<file path="config.mk">
export PLATFORM = sky130hd
export DESIGN_NAME = snake_game_sequencer_flat
export DESIGN_NICKNAME = d
export VERILOG_FILES = /design/src/rtl/snake_pkg.sv /design/src/rtl/snake_game_sequencer_if.sv /design/src/rtl/snake_tick_timer.sv /design/src/rtl/snake_game_sequencer.sv /design/src/flat_wrapper.sv
export SDC_FILE = /design/constraint.sdc
export NUM_CORES = 1
export LEC_CHECK = 0
export BUFFER_PORTS_ARGS = -buffer_cell sky130_fd_sc_hd__buf_2
export CAP_MARGIN = 25
export CORE_MARGIN = 3
export CORE_UTILIZATION = 59
export CTS_BUF_LIST = sky130_fd_sc_hd__clkbuf_16
export DETAILED_ROUTE_END_ITERATION = 8
export PLACE_DENSITY = 0.81
export SYNTH_ARGS = -nofsm -noshare
export SYNTH_HDL_FRONTEND = slang
export SYNTH_SLANG_ARGS = --single-unit
</file>
<file path="constraint.sdc">
create_clock -name Clock -period 9.1 [get_ports Clock]
set_clock_uncertainty 0.1 [all_clocks]
set_input_delay 0.91 -clock Clock [delete_from_list [all_inputs] [get_ports Clock]]
set_output_delay 0.91 -clock Clock [all_outputs]
set_load 0.005 [all_outputs]
</file>
<file path="src/rtl/snake_pkg.sv">
// Shared definitions for the snake game-flow controller.
// Holds the 2-bit phase encodings, default widths for the length/score and
// tick-counter datapaths, and the helper that turns a snake length into a
// movement period.
package snake_pkg;

    // Phase encodings, also driven straight out on oState
    localparam logic [1:0] ST_IDLE  = 2'b00;
    localparam logic [1:0] ST_PLAY  = 2'b01;
    localparam logic [1:0] ST_PAUSE = 2'b10;
    localparam logic [1:0] ST_OVER  = 2'b11;

    // Default datapath widths
    localparam int LEN_W_DEF = 10;
    localparam int CNT_W_DEF = 24;

    // Movement period for a given length. The reduction is clamped against
    // the headroom above the floor before subtracting, so a very long snake
    // can never wrap the period around to a huge value.
    function automatic logic [31:0] calcPeriod(
        input logic [31:0] len,
        input logic [31:0] base,
        input logic [31:0] step,
        input logic [31:0] floorVal,
        input logic [31:0] startLen
    );
        logic [31:0] effLen;
        logic [63:0] reduction;
        logic [63:0] maxReduction;
        effLen       = (len < startLen) ? startLen : len;
        reduction    = 64'(effLen - startLen) * 64'(step);
        maxReduction = (base > floorVal) ? 64'(base - floorVal) : 64'd0;
        if (reduction > maxReduction) begin
            reduction = maxReduction;
        end
        calcPeriod = base - reduction[31:0];
    endfunction

endpackage

</file>
<file path="src/rtl/snake_game_sequencer_if.sv">
// Food-placement handshake between the game sequencer and the world block.
//   oFoodReq : sequencer asks for a new food location (held until acked)
//   iFoodAck : world block has latched a new food location
// master = sequencer side, slave = world block side.
interface snake_game_sequencer_if;

    logic oFoodReq;
    logic iFoodAck;

    modport master (output oFoodReq, input iFoodAck);
    modport slave  (input oFoodReq, output iFoodAck);

endinterface

</file>
<file path="src/rtl/snake_tick_timer.sv">
// Frame-aligned movement tick generator.
// Ports:
//   Clock, Reset   : system clock, synchronous active-low reset
//   enable_i       : counting allowed (game is in its play phase)
//   freeze_i       : hold counter and pending flag for this cycle
//   load_i         : load reload_i into the counter (start of a game)
//   frameStart_i   : one-cycle pulse at the start of each video frame
//   reload_i       : movement period in clocks, sampled on load or tick
//   tick_o         : one-cycle movement strobe, registered
module snake_tick_timer #(
    parameter int CNT_W = 24
) (
    input  logic             Clock,
    input  logic             Reset,
    input  logic             enable_i,
    input  logic             freeze_i,
    input  logic             load_i,
    input  logic             frameStart_i,
    input  logic [CNT_W-1:0] reload_i,
    output logic             tick_o
);

    logic [CNT_W-1:0] count_q, count_d;
    logic             pending_q, pending_d;
    logic             tick_q, tick_d;
    logic             run;
    logic             due;

    assign run    = enable_i && !freeze_i;
    assign due    = pending_q || (count_q == '0);
    assign tick_o = tick_q;

    // Count down while running; once expired, wait for the next frame start
    // so the snake always moves on a frame boundary. The tick and the reload
    // happen together, which spaces ticks period+1 clocks apart when frame
    // starts are always present.
    always_comb begin
        count_d   = count_q;
        pending_d = pending_q;
        tick_d    = 1'b0;
        if (load_i) begin
            count_d   = reload_i;
            pending_d = 1'b0;
        end else if (run) begin
            if (due && frameStart_i) begin
                tick_d    = 1'b1;
                count_d   = reload_i;
                pending_d = 1'b0;
            end else if (count_q != '0) begin
                count_d = count_q - 1'b1;
            end else begin
                pending_d = 1'b1;
            end
        end
    end

    // State registers with synchronous active-low reset
    always_ff @(posedge Clock) begin
        if (!Reset) begin
            count_q   <= '0;
            pending_q <= 1'b0;
            tick_q    <= 1'b0;
        end else begin
            count_q   <= count_d;
            pending_q <= pending_d;
            tick_q    <= tick_d;
        end
    end

endmodule

</file>
<file path="src/rtl/snake_game_sequencer.sv">
// Top-level game-flow controller for the snake design.
// Sequences IDLE/PLAY/PAUSE/OVER, produces the frame-aligned movement tick
// (faster for longer snakes), owns the control-off flag, the score counter
// and the food request handshake towards the world block.
// Ports:
//   Clock, Reset   : system clock, synchronous active-low reset
//   iStart, iPause : debounced buttons (levels, act on rising edge)
//   iFrameStart    : frame-start pulse
//   iGameOver      : collision flag (level)
//   iFoodEaten     : head-meets-food pulse
//   iSnakeLenght   : current snake length
//   foodBus        : food request/ack handshake (master side)
//   oIconTick      : movement strobe
//   oCtrlOff       : 1 = movement/control disabled
//   oState         : current phase
//   oScore         : foods eaten this game, saturating
module snake_game_sequencer
    import snake_pkg::*;
#(
    parameter int TICK_BASE   = 2500000,
    parameter int TICK_STEP   = 50000,
    parameter int TICK_MIN    = 500000,
    parameter int START_LEN   = 3,
    parameter int HOLD_FRAMES = 180,
    parameter int CNT_W       = CNT_W_DEF,
    parameter int LEN_W       = LEN_W_DEF
) (
    input  logic                 Clock,
    input  logic                 Reset,
    input  logic                 iStart,
    input  logic                 iPause,
    input  logic                 iFrameStart,
    input  logic                 iGameOver,
    input  logic                 iFoodEaten,
    input  logic [LEN_W-1:0]     iSnakeLenght,
    snake_game_sequencer_if.master foodBus,
    output logic                 oIconTick,
    output logic                 oCtrlOff,
    output logic [1:0]           oState,
    output logic [LEN_W-1:0]     oScore
);

    localparam int HOLD_W = $clog2(HOLD_FRAMES + 1);

    logic [1:0]       state_q, state_d;
    logic [LEN_W-1:0] score_q, score_d;
    logic             foodReq_q, foodReq_d;
    logic [HOLD_W-1:0] hold_q, hold_d;
    logic             startPrev_q;
    logic             pausePrev_q;
    logic             startRise;
    logic             pauseRise;
    logic             loadTimer;
    logic [CNT_W-1:0] period;

    assign startRise = iStart && !startPrev_q;
    assign pauseRise = iPause && !pausePrev_q;

    // Period follows the live length; the timer only samples it on reload
    assign period = CNT_W'(calcPeriod(32'(iSnakeLenght), 32'(TICK_BASE),
                                      32'(TICK_STEP), 32'(TICK_MIN),
                                      32'(START_LEN)));

    // Game over and a pause edge both stop counting in the cycle they occur,
    // so a tick that happens to be due then is swallowed rather than leaking
    // out after the phase has left PLAY.
    snake_tick_timer #(
        .CNT_W(CNT_W)
    ) tickTimer (
        .Clock        (Clock),
        .Reset        (Reset),
        .enable_i     (state_q == ST_PLAY),
        .freeze_i     (iGameOver || pauseRise),
        .load_i       (loadTimer),
        .frameStart_i (iFrameStart),
        .reload_i     (period),
        .tick_o       (oIconTick)
    );

    // Phase sequencing, score and food request. A new food request wins over
    // an ack in the same cycle so the eaten food is never lost; repeated
    // eats while a request is outstanding merge into that one request.
    always_comb begin
        state_d   = state_q;
        score_d   = score_q;
        foodReq_d = foodReq_q;
        hold_d    = hold_q;
        loadTimer = 1'b0;

        if (foodBus.iFoodAck && foodReq_q) begin
            foodReq_d = 1'b0;
        end
        if (state_q == ST_PLAY && iFoodEaten) begin
            foodReq_d = 1'b1;
            if (score_q != '1) begin
                score_d = score_q + 1'b1;
            end
        end

        case (state_q)
            ST_IDLE: begin
                if (startRise) begin
                    state_d   = ST_PLAY;
                    score_d   = '0;
                    foodReq_d = 1'b1;
                    loadTimer = 1'b1;
                end
            end
            ST_PLAY: begin
                if (iGameOver) begin
                    state_d = ST_OVER;
                    hold_d  = '0;
                end else if (pauseRise) begin
                    state_d = ST_PAUSE;
                end
            end
            ST_PAUSE: begin
                if (iGameOver) begin
                    state_d = ST_OVER;
                    hold_d  = '0;
                end else if (pauseRise) begin
                    state_d = ST_PLAY;
                end
            end
            ST_OVER: begin
                if (hold_q == HOLD_W'(HOLD_FRAMES)) begin
                    state_d = ST_IDLE;
                end else if (iFrameStart) begin
                    hold_d = hold_q + 1'b1;
                end
            end
            default: state_d = ST_IDLE;
        endcase
    end

    // Registers. Edge detectors come out of reset at 1 so a button that is
    // already held when reset releases does not count as a press.
    always_ff @(posedge Clock) begin
        if (!Reset) begin
            state_q     <= ST_IDLE;
            score_q     <= '0;
            foodReq_q   <= 1'b0;
            hold_q      <= '0;
            startPrev_q <= 1'b1;
            pausePrev_q <= 1'b1;
        end else begin
            state_q     <= state_d;
            score_q     <= score_d;
            foodReq_q   <= foodReq_d;
            hold_q      <= hold_d;
            startPrev_q <= iStart;
            pausePrev_q <= iPause;
        end
    end

    assign foodBus.oFoodReq = foodReq_q;
    assign oCtrlOff         = (state_q != ST_PLAY);
    assign oState           = state_q;
    assign oScore           = score_q;

endmodule

</file>
<file path="src/flat_wrapper.sv">
// flat-port wrapper written by rule: the top's interface ports become plain ports
module snake_game_sequencer_flat import snake_pkg::*;
#(
    parameter int TICK_BASE   = 2500000,
    parameter int TICK_STEP   = 50000,
    parameter int TICK_MIN    = 500000,
    parameter int START_LEN   = 3,
    parameter int HOLD_FRAMES = 180,
    parameter int CNT_W       = CNT_W_DEF,
    parameter int LEN_W       = LEN_W_DEF
)
  (Clock, Reset, iStart, iPause, iFrameStart, iGameOver, iFoodEaten, iSnakeLenght, oIconTick, oCtrlOff, oState, oScore, foodBus_oFoodReq, foodBus_iFoodAck);
  snake_game_sequencer_if foodBus_i ();
  input  logic Clock;
  input  logic Reset;
  input  logic iStart;
  input  logic iPause;
  input  logic iFrameStart;
  input  logic iGameOver;
  input  logic iFoodEaten;
  input  logic [LEN_W-1:0] iSnakeLenght;
  output logic oIconTick;
  output logic oCtrlOff;
  output logic [1:0] oState;
  output logic [LEN_W-1:0] oScore;
  output wire logic [$bits(foodBus_i.oFoodReq)-1:0] foodBus_oFoodReq;
  input wire logic [$bits(foodBus_i.iFoodAck)-1:0] foodBus_iFoodAck;
  assign foodBus_oFoodReq = foodBus_i.oFoodReq;
  assign foodBus_i.iFoodAck = foodBus_iFoodAck;
  snake_game_sequencer #(.TICK_BASE(TICK_BASE), .TICK_STEP(TICK_STEP), .TICK_MIN(TICK_MIN), .START_LEN(START_LEN), .HOLD_FRAMES(HOLD_FRAMES), .CNT_W(CNT_W), .LEN_W(LEN_W)) u_core (.Clock(Clock), .Reset(Reset), .iStart(iStart), .iPause(iPause), .iFrameStart(iFrameStart), .iGameOver(iGameOver), .iFoodEaten(iFoodEaten), .iSnakeLenght(iSnakeLenght), .foodBus(foodBus_i), .oIconTick(oIconTick), .oCtrlOff(oCtrlOff), .oState(oState), .oScore(oScore));
endmodule
</file>
==> flow_metrics.tcl <==
set metrics [dict create \
    tightest_slew_ns 0.762 \
    path_class "input port to register" \
    synth_edf_count 0 \
    synth_top_area_share_pct 18.5 \
    max_freq_mhz 113 \
    netlist_instances 1391 \
    crit_path_end_kind "register" \
    dieArea_mm2 0.0200 \
    start_kind "input port" \
    slew_headroom_pct 49.2 \
    peakVddDrop_mv 0.301 \
    p_leak_uw 0.00628 \
    hpwl_um 25200 \
    drt_wl_total_um 32400 \
    clock_latency_ns 0.29 \
    antenna_found_initial 0 \
    dr.pass1.iters 5 \
    fillers 1322 \
    asyncSetResetFlopFracSynth_pct 0 \
    met3_length_um 2860 \
    wl_met2_um 15300 \
    io_buffer_count 32 \
    postLayoutCellArea_mm2 0.0128 \
    drv_slew 0 \
    drt_iter0_markers 999 \
    ys.flop_type "dfxtp_1" \
    root_buffer "clkbuf_16" \
    cts_inserted_buffers 5 \
    core-area_mm2 0.0177 \
    cts_tree "built" \
    cp.arrival_ns 8.95 \
    rows 48 \
    areaGrowthSynthToFinish_pct 18.6 \
    cp_max_fo 5 \
    nNetsFinal 1832 \
    cp.required_ns 9.21 \
    regArea_um2 981 \
    layout_common_cells "inv_1, buf_4, ha_1" \
    synth_area_mm2 0.0108 \
    postRouteAntennaNets 0 \
    timing.final.crit_share_pct 97.2 \
    reg2reg_setup_slack_ns 5.58 \
    drive_gt1_share_pct 16.7 \
    die_y_um 141 \
    ys_warn_count 0 \
    clock_path_buffers 2 \
    synthTopCellsByArea "fa_1, ha_1, dfxtp_1" \
    wire_per_inst_um 18.1 \
    hold_violations 0 \
    place.gp.congestion 0.988 \
    final_common_cell "inv_1" \
    clk_pin_slew_worst_paths_ns 0.06 \
    cts_sinks 49 \
    drv_cap 0 \
    multi_input_area_mm2 0.00921 \
    critPathSlowestCell "fa_1" \
    start_util_pct 61.3 \
    max_stage_delay_ns 0.54 \
    yosysTopAreaCell "fa_1" \
    vias_per_cell 6.00 \
    outcome "completed" \
    syn_area_per_cell_um2 7.79 \
    hp-class "register to register" \
    htree_levels 2 \
    post-place-ws_ns -0.271 \
    synth_seq_area_share_pct 9.06 \
    finalCriticalPeriod_ns 8.85 \
    power_uw 3850 \
    drt-met1-wl_um 12900 \
    ys_types 79 \
    num_vias 10700 \
    path_common_cell "inv_1" \
    io_pins 33 \
    drcViolationCount 0 \
    grt_pass1_vias 10400 \
    n_antenna_cell 0 \
    grtUsageTotal_pct 30.4 \
    overflow 0 \
    yosys_register_bits 49 \
    grt_max_degree 32 \
    dpl-instance-area_mm2 0.0123 \
    p_per_area_mw_per_mm2 300 \
    grt_pass1_wl_um 50000 \
    setup_viol 0 \
    top_layer "met4" \
    die_w_um 141 \
    timing.hold.ws_ns 0.394 \
    setup_slack_ns 0.252 \
]
==> per-stage QoR <==
step	TNS (ns)	instances	util, %
6_report	0	1784	72.8
5_1_grt	-0.445	1784	72.8
4_1_cts	0	1776	70.4
3_5_place_dp	-1.00	1768	69.4
3_3_place_gp	0	1768	69.4
2_1_floorplan	0	1412	-
==> layout make-up <==
class,instances,area share [%]
Sequential cell,49,7.63
Multi-Input combinational cell,1076,71.6
Inverter,246,7.19
Tap cell,225,2.19
Clock buffer,5,0.974
Timing Repair Buffer,180,10.1
Clock inverter,3,0.292
==> report_power, final <==
group	switching, µW	internal, µW	total (µW)	leakage [µW]
clock	80.3	128	208	0.0000826
sequential	47.7	261	308	0.000398
combinational	1960	1380	3340	0.00580
total	2080	1770	3850	0.00628
==> sequential cells by signal, summed over array words and instances (netlist names) <==
register / cells
u_core.tickTimer.pending_q: 1
u_core.tickTimer.tick_o: 1
u_core.startPrev_q: 1
u_core.tickTimer.count_q: 24
u_core.hold_q: 8
u_core.pausePrev_q: 1
u_core.oScore: 10
u_core.oState: 2
u_core.foodBus.oFoodReq: 1
==> kinds of logic after synthesis <==
kind of cell               Yosys count  share of synthesized area, %
and+or+nand+nor                    400                          18.3
other                                2                        0.0693
xor gates and xnor gates            87                          7.04
AOI/OAI and AO/OA                  300                          17.8
DFF                                 49                          9.06
adders and majority gates          256                          36.5
muxes                               10                          1.04
buffers and inverters              287                          10.2
==> what timing repair did <==
| action | 4_1_cts | 5_1_grt |
|---|---|---|
| buffers inserted | 0 | 8 |
| hold buffers | 0 | 0 |
| setup endpoints to repair | 2 | 7 |
| gates cloned | 0 | 0 |
| resized for setup | 1 | 59 |
| pin swaps | 0 | 26 |
==> cell usage after synthesis (4+ instances only) <==
cell type and number:
inv_1 244, nor3b_1 5, buf_2 9, nand3_1 25, or4_1 4, clkbuf_1 29, and3_1 15, o2111ai_1 5
a21boi_0 5, nor4_1 12, a211oi_1 10, o21bai_1 8, o31ai_1 11, a2111oi_0 4, nand2_1 113, xnor2_1 52
nor2_1 96, or2_2 4, nor3_1 39, o221ai_1 5, nand2b_1 10, or3_1 10, ha_1 156, and2_1 4
a22oi_1 4, a21o_1 20, dfxtp_1 49, nand4_1 26, nor2b_1 12, xor2_1 35, and4_1 4, a31oi_1 14
mux2_2 6, a21oi_1 89, o2111a_1 4, fa_1 100, o21a_1 18, o21ai_0 68, o211ai_1 4
==> worst max-delay path, delay by kind of cell <==
family / cells / cell delay (ns)
xor gates and xnor gates: 2 / 0.42
adders and majority gates: 8 / 2.82
AOI/OAI and AO/OA: 10 / 1.62
and+or+nand+nor: 12 / 2.46
buffers and inverters: 8 / 0.75
==> per-layer routing <==
metal	track usage [%]	up-vias
li1	-	5023
met1	39.8	5053
met2	51.7	501
met3	6.27	124
met4	7.17	0
met5	0	-
==> worst paths after layout <==
check / startpoint / endpoint / cells after the start
worst max-delay path: iSnakeLenght[6] / u_core.tickTimer.count_q[20]$_SDFFE_PN0P_ / 40
worst min-delay path: u_core.hold_q[5]$_SDFFE_PN0P_ / u_core.hold_q[5]$_SDFFE_PN0P_ / 2
worst max register to register: u_core.tickTimer.count_q[19]$_SDFFE_PN0P_ / u_core.tickTimer.count_q[6]$_SDFFE_PN0P_ / 10
worst min register to register: u_core.hold_q[5]$_SDFFE_PN0P_ / u_core.hold_q[5]$_SDFFE_PN0P_ / 2
Note: power is estimated with default switching activity, not from simulation.
